--- config.mk ---
export PLATFORM = sky130hd
export DESIGN_NAME = score_keeper
export DESIGN_NICKNAME = d
export VERILOG_FILES = /design/src/rtl/score_pkg.sv /design/src/rtl/edge_detect.sv /design/src/rtl/score_keeper.sv
export SDC_FILE = /design/constraint.sdc
export NUM_CORES = 1
export LEC_CHECK = 0
export ABC_AREA = 0
export CORE_UTILIZATION = 45
export DETAILED_ROUTE_END_ITERATION = 7
export HOLD_SLACK_MARGIN = 0.03
export PLACE_DENSITY = 0.66
export SYNTH_ARGS = -nofsm -noshare
export SYNTH_HDL_FRONTEND = slang
export SYNTH_HIERARCHICAL = 1
export SYNTH_SLANG_ARGS = --single-unit
--- constraint.sdc ---
create_clock -name clk -period 4.6 [get_ports clk]
set_input_delay 0.46 -clock clk [delete_from_list [all_inputs] [get_ports clk]]
set_output_delay 0.46 -clock clk [all_outputs]
set_load 0.02 [all_outputs]
--- src/rtl/score_pkg.sv ---
// Shared widths, limits and state encoding for the score tracker and display path.
package score_pkg;

  localparam int unsigned SCORE_W   = 7;
  localparam int unsigned SCORE_MAX = 99;
  localparam int unsigned LIVES_W   = 2;
  localparam int unsigned STATE_W   = 2;

  localparam logic [STATE_W-1:0] ST_IDLE  = 2'b00;
  localparam logic [STATE_W-1:0] ST_PLAY  = 2'b01;
  localparam logic [STATE_W-1:0] ST_OVER  = 2'b10;
  localparam logic [STATE_W-1:0] ST_SPARE = 2'b11;

  // Clamp a signed intermediate score into the displayable 0..SCORE_MAX range.
  function automatic logic [SCORE_W-1:0] clamp_score(input logic signed [8:0] v);
    if (v < 9'sd0) begin
      return '0;
    end else if (v > $signed(9'(SCORE_MAX))) begin
      return SCORE_W'(SCORE_MAX);
    end else begin
      return v[SCORE_W-1:0];
    end
  endfunction

endpackage

--- src/rtl/edge_detect.sv ---
// Rising-edge detector: one-cycle pulse on a low-to-high transition of level.
module edge_detect (
  input  logic clk,
  input  logic rst,
  input  logic level,
  output logic pulse
);

  logic prev;

  // Remember last cycle's level; cleared so a level high at reset release fires once.
  always_ff @(posedge clk or posedge rst) begin
    if (rst) begin
      prev <= 1'b0;
    end else begin
      prev <= level;
    end
  end

  assign pulse = level & ~prev;

endmodule

--- src/rtl/score_keeper.sv ---
// Score, lives and session high-score tracker feeding the seven-segment display.
module score_keeper
  import score_pkg::*;
#(
  parameter int unsigned HIT_POINTS    = 1,
  parameter int unsigned CRASH_PENALTY = 2,
  parameter int unsigned LIVES         = 3
) (
  input  logic               clk,
  input  logic               rst,
  input  logic               start,
  input  logic               hit,
  input  logic               crash,
  output logic [SCORE_W-1:0] score,
  output logic [SCORE_W-1:0] max_score,
  output logic [LIVES_W-1:0] lives,
  output logic               playing,
  output logic               game_over,
  output logic               new_record
);

  localparam logic signed [8:0]    HIT_D      = 9'(HIT_POINTS);
  localparam logic signed [8:0]    CRASH_D    = 9'(CRASH_PENALTY);
  localparam logic [LIVES_W-1:0]   LIVES_INIT = LIVES_W'(LIVES);

  logic                start_ev;
  logic                hit_ev;
  logic                crash_ev;
  logic [STATE_W-1:0]  state;
  logic [STATE_W-1:0]  state_nx;
  logic signed [8:0]   sum_c;
  logic [SCORE_W-1:0]  next_score;
  logic                end_game;

  edge_detect u_start_ed (.clk(clk), .rst(rst), .level(start), .pulse(start_ev));
  edge_detect u_hit_ed   (.clk(clk), .rst(rst), .level(hit),   .pulse(hit_ev));
  edge_detect u_crash_ed (.clk(clk), .rst(rst), .level(crash), .pulse(crash_ev));

  // Net score delta for this cycle, clamped to the display range.
  always_comb begin
    sum_c = $signed({2'b00, score});
    if (hit_ev) begin
      sum_c = sum_c + HIT_D;
    end
    if (crash_ev) begin
      sum_c = sum_c - CRASH_D;
    end
    next_score = clamp_score(sum_c);
    end_game   = (state == ST_PLAY) && crash_ev && (lives == LIVES_W'(1));
  end

  // Next-state decode; start is only honoured outside PLAY.
  always_comb begin
    state_nx = state;
    case (state)
      ST_IDLE: if (start_ev) state_nx = ST_PLAY;
      ST_PLAY: if (end_game) state_nx = ST_OVER;
      ST_OVER: if (start_ev) state_nx = ST_PLAY;
      default: state_nx = ST_IDLE;
    endcase
  end

  // Game state register.
  always_ff @(posedge clk or posedge rst) begin
    if (rst) begin
      state <= ST_IDLE;
    end else begin
      state <= state_nx;
    end
  end

  // Score, lives and high-score datapath.
  always_ff @(posedge clk or posedge rst) begin
    if (rst) begin
      score      <= '0;
      max_score  <= '0;
      lives      <= LIVES_INIT;
      new_record <= 1'b0;
    end else if ((state == ST_IDLE || state == ST_OVER) && start_ev) begin
      score      <= '0;
      lives      <= LIVES_INIT;
      new_record <= 1'b0;
    end else if (state == ST_PLAY) begin
      score <= next_score;
      if (crash_ev) begin
        lives <= lives - LIVES_W'(1);
      end
      if (end_game && (next_score > max_score)) begin
        max_score  <= next_score;
        new_record <= 1'b1;
      end
    end
  end

  assign playing   = (state == ST_PLAY);
  assign game_over = (state == ST_OVER);

endmodule
==> impl_results.md <==
* Max_cap viols at 0
* Layout cells sized above 1 at 13.64%
* Drt wl/cell at 14.70 um
* Yosys cell types at 48
* Period utilisation layout at 91.20%
* Hold WS at 339.2 ps
* Final wirelength at 3588 um
* H-tree levels at 1
* Drt drc at 0
* VDD IR-drop max at 0.2663 mV
* Pin slew with the least headroom to its limit at 753.1 ps
* Iter 0 DRT Violations at 110
* Outcome: finished clean
* Routability-driven placement congestion ratio at 0.8647
* Post-synth ARST share at 100.0%
* Die Height at 61.57 um
* Fmax at 238.4 MHz
* Critical path endpoint category: flip-flop
* Max-Slew Margin vs Limit at 49.74%
* Seq/Total Area, Yosys at 34.64%
* Synth-to-layout area growth at 20.85%
* Critical path startpoint category: flip-flop
* Fillers at 332
* Crit Path Class: reg -> reg
* RSZ-0062 raised after global routing: false
* Synthesized area at 1597 um2
* Clock Tree Buf Depth at 2
* Cell count after synthesis at 171
* Post-synth top flop: dfrtp_1
* First-pass GRT wire length at 5975 um
* Antenna cells at 0
* CORE AREA at 3363 um2
* CTS Buf Count at 3
* Via count at 1381
* CP arrival at 4400 ps
* Power density over the cells at 605.0 nW/um2
* Setup TNS at 0 ps
* CTS tree: done
* Tot Pwr at 1.167 mW
* Port Buf Inserts at 23
* Post-CTS Setup Inserts at 0
* Hold Crit Class: in -> async
* Setup Skew at 7.109 ps
* GRT Residual Overflow at 0
* Clock latency at the later pin of the worst-skew pair at 310 ps
* Largest fanout on the critical path at 9
* Vias per std cell at 5.660
* Post-synth EDFFs at 0
* Final Setup Violations at 0
* Initial core utilization at 47.47%
* Mapped Nets at 186
* Final Core Density at 57.37%
* Largest net degree at the start of global routing at 20
* Rows at 21
* Multi-input logic area at 939.7 um2
* Post_cts resized at 0
* Initial antenna violation count at 0
* GRT Total Usage at 21.27%
* CTS sink count at 22
* CTS clk-pin slew, worst paths at 130 ps
* Vias in the first global route at 1327
* CTS root buf: clkbuf_4
* Fin. max-slew vios at 0
* Leak at 0.8249 nW
* HPWL after DPL at 2764 um
* Register area at 553.0 um2
* Worst EP required at 4800 ps
* Synth Register Bits at 22
* IO Count at 24
* Count of hold-fix buffers inserted at cts at 0
* Die Width at 61.57 um
* Die area at 3790 um2
* Ys Warns at 6
* DR pass1 iterations at 5
* Mapped Avg Cell Area at 9.336 um2
* Fin. Hold Viols at 0
* Nets@finish at 214
* Final critical-path required period at 4195 ps
* Detail Route Antenna Nets at 0
## flip-flops by register name (all words and copies together), names as in the netlist
signal,flops
u_start_ed/prev,1
max_score,7
state,2
u_crash_ed/prev,1
lives,2
new_record,1
score,7
u_hit_ed/prev,1
## power by group
| part | switching [mW] | total (mW) | internal [mW] |
|---|---|---|---|
| Clock | 0.0585 | 0.107 | 0.0483 |
| Sequential | 0.0798 | 0.334 | 0.255 |
| Combinational | 0.393 | 0.726 | 0.333 |
## cells in the mapped netlist, types with 3 or more instances
library cell	instances	area share (%)
mux2_2	4	2.8
o31ai_1	6	2.8
nor2b_4	3	2.6
a22o_1	3	1.6
ha_1	10	7.8
o21ai_0	4	1.3
inv_1	16	3.8
o211ai_1	4	1.9
nor3_1	3	0.94
a21oi_1	14	4.4
a31oi_1	3	1.2
nor2_1	9	2.1
nor2b_1	3	1.2
mux2i_1	3	1.9
nand2_1	11	2.6
dfrtp_1	20	31
xnor2_1	8	4.4
and2_1	4	1.6
nand4_1	5	2.0
## cell families after synthesis
kind of cell | after synthesis | share of synthesized area, %
flops | 22 | 34.64
xor+xnor | 10 | 5.957
buf+inv | 23 | 6.505
fa+ha+maj | 10 | 7.837
simple gates | 49 | 18.10
compound gates | 50 | 22.26
mux | 7 | 4.702
## critical path, stage by stage, from the launching register on
cell	delay, ps
dfrtp_1	530
ha_1	350
nand2_1	100
xor2_1	190
ha_1	190
nand2_1	90
or4_1	430
o21ai_2	80
xnor2_1	120
a311o_2	400
a21boi_1	160
ha_1	250
nor2b_1	130
o21a_1	150
o21ai_0	140
a221o_1	390
mux2_2	380
## routing by layer
layer,global-route usage (%),routed length [um],part of all wire [%],vias up
met5,0,0,0,-
met4,8.254,70,2.0,0
met3,1.891,89,2.5,12
met2,36.41,1713,48,36
met1,27.79,1714,48,660
li1,-,-,-,673
## cells in the final DEF, fill, tap and decap left out, drive strengths merged, types with 4 or more instances in the layout
| master | synthesis | layout |
|---|---|---|
| inv | 16 | 16 |
| nor2 | 9 | 9 |
| nor2b | 6 | 6 |
| buf | 5 | 7 |
| xnor2 | 8 | 8 |
| nand2 | 11 | 11 |
| dfrtp | 20 | 20 |
| clkbuf | 2 | 4 |
| nand4 | 5 | 5 |
| o31ai | 6 | 6 |
| ha | 10 | 10 |
| mux2 | 4 | 4 |
| o21ai | 5 | 5 |
| a21oi | 15 | 15 |
| clkdlybuf4s50 | 0 | 23 |
| o211ai | 4 | 4 |
| and2 | 4 | 4 |
## path summary, 6_finish.rpt
check | endpoint | cells after the start | slack [ps] | start
max | max_score[6]$_DFFE_PP0P_ | 16 | 400 | score[0]$_DFFE_PP0P_
min | u_hit_ed/prev$_DFF_PP0_ | 2 | 340 | rst
max reg2reg | max_score[6]$_DFFE_PP0P_ | 16 | 400 | score[0]$_DFFE_PP0P_
min reg2reg | max_score[4]$_DFFE_PP0P_ | 2 | 530 | max_score[4]$_DFFE_PP0P_
max in group asynchronous | max_score[2]$_DFFE_PP0P_ | 2 | 3480 | rst
min in group clk | max_score[4]$_DFFE_PP0P_ | 2 | 530 | max_score[4]$_DFFE_PP0P_
## through the flow
step	instances	cell area (um2)	worst slack, ps
2_1_floorplan	171	1597	623.6
3_3_place_gp	240	1893	204.2
3_5_place_dp	240	1893	155.3
4_1_cts	244	1929	418.3
5_1_grt	244	1929	46.79
6_report	244	1929	404.7
## final cells by class
cell class | instances | area share [%]
tap | 46 | 2.983
multi-input combinational | 126 | 48.70
clock buffer | 4 | 1.881
timing repair buffer | 30 | 14.66
sequential | 22 | 28.66
inverter | 16 | 3.113
(Power assumes the default switching activity.)
